`config.mk`:
```
export PLATFORM = sky130hd
export DESIGN_NAME = mac_mgnt_dispatch
export DESIGN_NICKNAME = d
export VERILOG_FILES = /design/src/rtl/mac_mgnt_dispatch.sv
export SDC_FILE = /design/constraint.sdc
export NUM_CORES = 1
export LEC_CHECK = 0
export ABC_AREA = 1
export CORE_ASPECT_RATIO = 1.75
export CORE_UTILIZATION = 45
export CTS_BUF_LIST = sky130_fd_sc_hd__clkbuf_2 sky130_fd_sc_hd__clkbuf_4 sky130_fd_sc_hd__clkbuf_8
export CTS_CLUSTER_SIZE = 10
export DETAILED_ROUTE_END_ITERATION = 7
export PLACE_DENSITY = 0.78
export SYNTH_ARGS = -nofsm -noshare
export SYNTH_HDL_FRONTEND = slang
export SYNTH_SLANG_ARGS = --single-unit
```
`constraint.sdc`:
```
create_clock -name clk -period 2 [get_ports clk]
set_input_delay 0.4 -clock clk [delete_from_list [all_inputs] [get_ports clk]]
set_output_delay 0.4 -clock clk [all_outputs]
set_load 0.005 [all_outputs]
```
`src/rtl/mac_mgnt_dispatch.sv`:
```
// Management-request dispatcher: routes one byte-serial register request from
// the system bus to one of NUM_PORTS MAC control ports. It returns read bytes
// upstream. Bad port indices and stalled ports are turned into an error
// completion, so the system bus never hangs.
//
// Ports:
//   clk, rst_sys                      clock, synchronous active-high reset
//   sys_req_*                         upstream request, ack and write bytes
//   sys_resp_data/_valid/_err         upstream read bytes and error pulse
//   busy                              transaction in progress
//   port_req_valid/_data_valid        one-hot per-port request / write strobe
//   port_req_wr/_addr/_data           shared request fields
//   port_req_ack, port_resp_data/_valid  per-port handshake and read bytes
module mac_mgnt_dispatch #(
    parameter int unsigned NUM_PORTS  = 4,
    parameter int unsigned PORT_W     = 2,
    parameter int unsigned XFER_BYTES = 2,
    parameter int unsigned TIMEOUT    = 255
) (
    input  logic                   clk,
    input  logic                   rst_sys,
    input  logic                   sys_req_valid,
    input  logic                   sys_req_wr,
    input  logic [PORT_W-1:0]      sys_req_port,
    input  logic [7:0]             sys_req_addr,
    output logic                   sys_req_ack,
    input  logic [7:0]             sys_req_data,
    input  logic                   sys_req_data_valid,
    output logic [7:0]             sys_resp_data,
    output logic                   sys_resp_data_valid,
    output logic                   sys_resp_err,
    output logic                   busy,
    output logic [NUM_PORTS-1:0]   port_req_valid,
    output logic                   port_req_wr,
    output logic [7:0]             port_req_addr,
    input  logic [NUM_PORTS-1:0]   port_req_ack,
    output logic [7:0]             port_req_data,
    output logic [NUM_PORTS-1:0]   port_req_data_valid,
    input  logic [8*NUM_PORTS-1:0] port_resp_data,
    input  logic [NUM_PORTS-1:0]   port_resp_data_valid
);

    localparam int unsigned CNT_W = $clog2(XFER_BYTES + 1);
    localparam int unsigned WD_W  = 16;

    typedef enum logic [2:0] {IDLE, REQ, WDATA, RDATA, ERR} state_t;

    state_t              state, state_nxt;
    logic [PORT_W-1:0]   sel, sel_nxt;
    logic [CNT_W-1:0]    cnt, cnt_nxt;
    logic [WD_W-1:0]     wd, wd_nxt;
    logic                acked, acked_nxt;

    logic                sys_req_ack_nxt;
    logic [7:0]          sys_resp_data_nxt;
    logic                sys_resp_data_valid_nxt;
    logic                sys_resp_err_nxt;
    logic                busy_nxt;
    logic [NUM_PORTS-1:0] port_req_valid_nxt;
    logic                port_req_wr_nxt;
    logic [7:0]          port_req_addr_nxt;
    logic [7:0]          port_req_data_nxt;
    logic [NUM_PORTS-1:0] port_req_data_valid_nxt;

    logic [NUM_PORTS-1:0] sel_onehot;
    logic                ack_hit, resp_hit, last_byte, wd_expired, port_ok;

    // Decode of the latched port; one-hot masks avoid out-of-range bit selects
    // when PORT_W can address more ports than exist.
    always_comb begin
        sel_onehot = NUM_PORTS'(1) << sel;
        ack_hit    = |(port_req_ack & sel_onehot);
        resp_hit   = |(port_resp_data_valid & sel_onehot);
        last_byte  = (cnt == CNT_W'(XFER_BYTES - 1));
        wd_expired = (wd == WD_W'(TIMEOUT - 1));
        port_ok    = (32'(sys_req_port) < NUM_PORTS);
    end

    // Next-state and next-output logic.
    always_comb begin
        state_nxt               = state;
        sel_nxt                 = sel;
        cnt_nxt                 = cnt;
        wd_nxt                  = wd;
        acked_nxt               = acked;
        sys_req_ack_nxt         = 1'b0;
        sys_resp_data_nxt       = sys_resp_data;
        sys_resp_data_valid_nxt = 1'b0;
        sys_resp_err_nxt        = 1'b0;
        port_req_wr_nxt         = port_req_wr;
        port_req_addr_nxt       = port_req_addr;
        port_req_data_nxt       = port_req_data;
        port_req_data_valid_nxt = '0;

        case (state)
            IDLE: begin
                if (sys_req_valid) begin
                    port_req_wr_nxt   = sys_req_wr;
                    port_req_addr_nxt = sys_req_addr;
                    sel_nxt           = sys_req_port;
                    cnt_nxt           = '0;
                    wd_nxt            = '0;
                    acked_nxt         = 1'b0;
                    state_nxt         = port_ok ? REQ : ERR;
                end
            end
            REQ: begin
                if (ack_hit) begin
                    sys_req_ack_nxt = 1'b1;
                    acked_nxt       = 1'b1;
                    wd_nxt          = '0;
                    state_nxt       = port_req_wr ? WDATA : RDATA;
                end else if (wd_expired) begin
                    wd_nxt    = '0;
                    state_nxt = ERR;
                end else begin
                    wd_nxt = wd + WD_W'(1);
                end
            end
            WDATA: begin
                if (sys_req_data_valid) begin
                    port_req_data_nxt       = sys_req_data;
                    port_req_data_valid_nxt = sel_onehot;
                    cnt_nxt                 = cnt + CNT_W'(1);
                    wd_nxt                  = '0;
                    if (last_byte) state_nxt = IDLE;
                end else if (wd_expired) begin
                    wd_nxt    = '0;
                    state_nxt = ERR;
                end else begin
                    wd_nxt = wd + WD_W'(1);
                end
            end
            RDATA: begin
                if (resp_hit) begin
                    sys_resp_data_nxt       = 8'(port_resp_data >> {sel, 3'b000});
                    sys_resp_data_valid_nxt = 1'b1;
                    cnt_nxt                 = cnt + CNT_W'(1);
                    wd_nxt                  = '0;
                    if (last_byte) state_nxt = IDLE;
                end else if (wd_expired) begin
                    wd_nxt    = '0;
                    state_nxt = ERR;
                end else begin
                    wd_nxt = wd + WD_W'(1);
                end
            end
            ERR: begin
                // Complete the handshake once, then pad a read with 0xFF bytes.
                sys_req_ack_nxt = ~acked;
                acked_nxt       = 1'b1;
                if (!port_req_wr) begin
                    sys_resp_data_nxt       = 8'hFF;
                    sys_resp_data_valid_nxt = 1'b1;
                    cnt_nxt                 = cnt + CNT_W'(1);
                    if (last_byte) begin
                        sys_resp_err_nxt = 1'b1;
                        state_nxt        = IDLE;
                    end
                end else begin
                    sys_resp_err_nxt = 1'b1;
                    state_nxt        = IDLE;
                end
            end
            default: state_nxt = IDLE;
        endcase

        port_req_valid_nxt = (state_nxt == REQ) ? (NUM_PORTS'(1) << sel_nxt) : '0;
        busy_nxt           = (state_nxt != IDLE);
    end

    // State and output registers.
    always_ff @(posedge clk) begin
        if (rst_sys) begin
            state               <= IDLE;
            sel                 <= '0;
            cnt                 <= '0;
            wd                  <= '0;
            acked               <= 1'b0;
            sys_req_ack         <= 1'b0;
            sys_resp_data       <= '0;
            sys_resp_data_valid <= 1'b0;
            sys_resp_err        <= 1'b0;
            busy                <= 1'b0;
            port_req_valid      <= '0;
            port_req_wr         <= 1'b0;
            port_req_addr       <= '0;
            port_req_data       <= '0;
            port_req_data_valid <= '0;
        end else begin
            state               <= state_nxt;
            sel                 <= sel_nxt;
            cnt                 <= cnt_nxt;
            wd                  <= wd_nxt;
            acked               <= acked_nxt;
            sys_req_ack         <= sys_req_ack_nxt;
            sys_resp_data       <= sys_resp_data_nxt;
            sys_resp_data_valid <= sys_resp_data_valid_nxt;
            sys_resp_err        <= sys_resp_err_nxt;
            busy                <= busy_nxt;
            port_req_valid      <= port_req_valid_nxt;
            port_req_wr         <= port_req_wr_nxt;
            port_req_addr       <= port_req_addr_nxt;
            port_req_data       <= port_req_data_nxt;
            port_req_data_valid <= port_req_data_valid_nxt;
        end
    end

endmodule

```
==> impl_metrics.yaml <==
outcome:
  status: "finished clean"
final_layout:
  seqCellArea_um2: 1222
  nNetsFinal: 621
  layout-drive-gt1-share_pct: 13.77
  diodes: 0
  fillers: 585
  utilization_pct: 65.99
  multiInputGateArea_um2: 1693
  area_growth_pct: 41.03
synthesis:
  syn_nets: 513
  async_flop_share_pct: 0
  synth_top_flop_cell: "dfxtp_1"
  synth.avg_cell_area_um2: 7.177
  ys_types: 43
  ys_seq_area_share_pct: 38.07
  yosysWarnings: 0
  synth-edff-count: 0
  syn_inst: 447
  synth_seq_cells: 61
  synth_area_um2: 3208
place:
  gp_congestion: 0.9352
  port-buffer-count: 99
  hpwl_mm: 6.816
  pre_cts_ws_ns: 0.0007840
cts:
  postCtsSetupRepairBufs: 0
  clk_latency_ns: 0.35
  cts_sinks: 61
  clk_pin_slew_ns: 0.07
  cts_hold_buf: 0
  cts_resized: 0
  cts_tree: "yes"
  clk_path_buf_depth: 2
  htreeDepth: 3
  cts_inserted_buffers: 9
  clockRootBuffer: "clkbuf_8"
setup_path:
  cp_max_fo: 5
  arrival_ns: 1.39
  startpoint_type: "register"
  path_buf_inv: 1
  worstSetupEndpointType: "output port"
  crit_family: "buffers and inverters"
  crit_type: "reg2out"
  cpPeakStageDelay_ns: 0.59
  cp_cell_sequence: "clkdlybuf4s50_1"
  critPathSlowestCell: "clkdlybuf4s50_1"
  cp_data_required_time_ns: 1.60
timing:
  tightest_slew_ns: 0.4597
  fin_setup_tns_ns: 0
  worst_slack_ns: 0.2108
  fin_worst_skew_ns: 0.01766
  fin_crit_ns: 1.789
  hold_violations: 0
  rsz0062_at_grt: "no"
  setup_viol: 0
  relSlewSlack_pct: 69.32
  fmax_ghz: 0.5589
  slew_viol_final: 0
  finalCritPeriodShare_pct: 89.46
floorplanning:
  ios: 100
  start_util_pct: 46.79
  coreArea_um2: 6857
  die_area_um2: 7484
  die_h_um: 113.7
  num_rows: 40
  chipWidth_um: 65.83
power:
  leakagePower_nw: 1.861
  ir_drop_v: 0.0004436
  powerDensity_nw_per_um2: 697.6
global_route:
  grt_antenna_before_repair: 0
  grt_max_degree: 20
  overflow: 0
  grt_pass1_wl_mm: 14.90
  grt_pass1_vias: 3380
  grt_util_all_layers_pct: 26.01
route:
  wirelength_mm: 8.850
  drt_pass1_iterations: 5
  vias: 3332
  first_iter_violations: 108
  avgRoutedWirePerCell_um: 13.76
  vias_per_cell: 5.182
  ant_nets: 0
  drt_drc_violations_left: 0
flow_run:
  maxCapViolations: 0
hold_path:
  min_path_type: "reg2reg"
[kinds of logic after synthesis]
| family | after synthesis | share of synthesized area [%] |
|---|---|---|
| and+or+nand+nor | 224 | 32.96 |
| AOI/OAI and AO/OA | 89 | 18.02 |
| buffers and inverters | 68 | 9.244 |
| DFF | 61 | 38.07 |
| adders and majority gates | 3 | 1.170 |
| xor gates and xnor gates | 2 | 0.5461 |
[cells in the mapped netlist (5+ instances only)]
| master | number | area (µm²) |
|---|---|---|
| dfxtp_1 | 61 | 1221 |
| nand4_1 | 9 | 56.30 |
| nand2_1 | 98 | 367.9 |
| clkbuf_1 | 6 | 22.52 |
| nand3_2 | 6 | 60.06 |
| nand3_1 | 24 | 120.1 |
| a21oi_1 | 23 | 115.1 |
| a21oi_2 | 8 | 70.07 |
| nor2_2 | 5 | 31.28 |
| inv_2 | 6 | 22.52 |
| nor2_1 | 60 | 225.2 |
| inv_1 | 46 | 172.7 |
| o21ai_0 | 33 | 165.2 |
[report_power, final]
part / internal, mW / total (mW) / switching, mW
registers: 1.28 / 1.34 / 0.0553
clock network: 0.632 / 1.13 / 0.493
logic: 0.337 / 0.693 / 0.355
total: 2.25 / 3.16 / 0.904
[per-layer routing]
| layer | GRT usage (%) | up-vias | share of wire (%) |
|---|---|---|---|
| met3 | 7.400 | 42 | 5.2 |
| met2 | 47.41 | 109 | 54 |
| met5 | 0 | - | 0 |
| met1 | 24.16 | 1500 | 36 |
| li1 | - | 1681 | - |
| met4 | 16.81 | 0 | 4.9 |
[registers in the layout, indices dropped and copies added, names as in the netlist]
signal and flops:
wd 16, port_req_addr 8, port_req_data 8, sys_resp_data 8
port_req_data_valid 4, port_req_valid 4, state 3, cnt 2
sel 2, acked 1, busy 1, port_req_wr 1
sys_req_ack 1, sys_resp_data_valid 1, sys_resp_err 1
[cell type report]
cell class / instances / area share (%)
multi-input combinational: 318 / 37.42
sequential: 61 / 27.02
timing repair buffer: 112 / 24.34
inverter: 53 / 4.508
clock buffer: 11 / 3.346
tap: 84 / 2.323
clock inverter: 4 / 1.051
[metrics by stage]
| stage | cell area [µm²] | power [mW] | hold WS (ns) | std cells |
|---|---|---|---|---|
| floorplan | 3208 | 1.738 | 0.4402 | 447 |
| global placement | 4319 | 2.038 | 0.4290 | 628 |
| detailed placement | 4319 | 2.055 | 0.4364 | 628 |
| CTS | 4518 | 3.177 | 0.4474 | 643 |
| global route | 4524 | 3.319 | 0.4614 | 643 |
| finish | 4524 | 3.156 | 0.4443 | 643 |
[layout by cell type, fill, tap and decap left out, drive strengths merged]
| master | instances |
|---|---|
| a211oi | 2 |
| a21oi | 31 |
| a221oi | 4 |
| a22o | 2 |
| a2bb2oi | 1 |
| a31oi | 3 |
| a41oi | 3 |
| buf | 13 |
| bufinv | 1 |
| clkbuf | 11 |
| clkdlybuf4s50 | 99 |
| clkinv | 2 |
| clkinvlp | 1 |
| dfxtp | 61 |
| ha | 3 |
| inv | 53 |
| nand2 | 104 |
| nand3 | 30 |
| nand3b | 2 |
| nand4 | 9 |
| nor2 | 69 |
| nor3 | 4 |
| nor3b | 2 |
| o2111ai | 1 |
| o211ai | 2 |
| o21a | 1 |
| o21ai | 37 |
| o22ai | 1 |
| o2bb2ai | 1 |
| or2 | 4 |
| xor2 | 2 |
[worst paths after layout]
path                            to  slack [ns]        startpoint  cells after the start
setup / recovery       port_req_wr        0.21       port_req_wr                      1
hold / removal    port_req_addr[4]        0.44  port_req_addr[4]                      2
setup reg to reg  sys_resp_data[5]        0.25          state[1]                      6
hold reg to reg   port_req_addr[4]        0.44  port_req_addr[4]                      2
No activity file was read; power rests on OpenSTA's default activity.
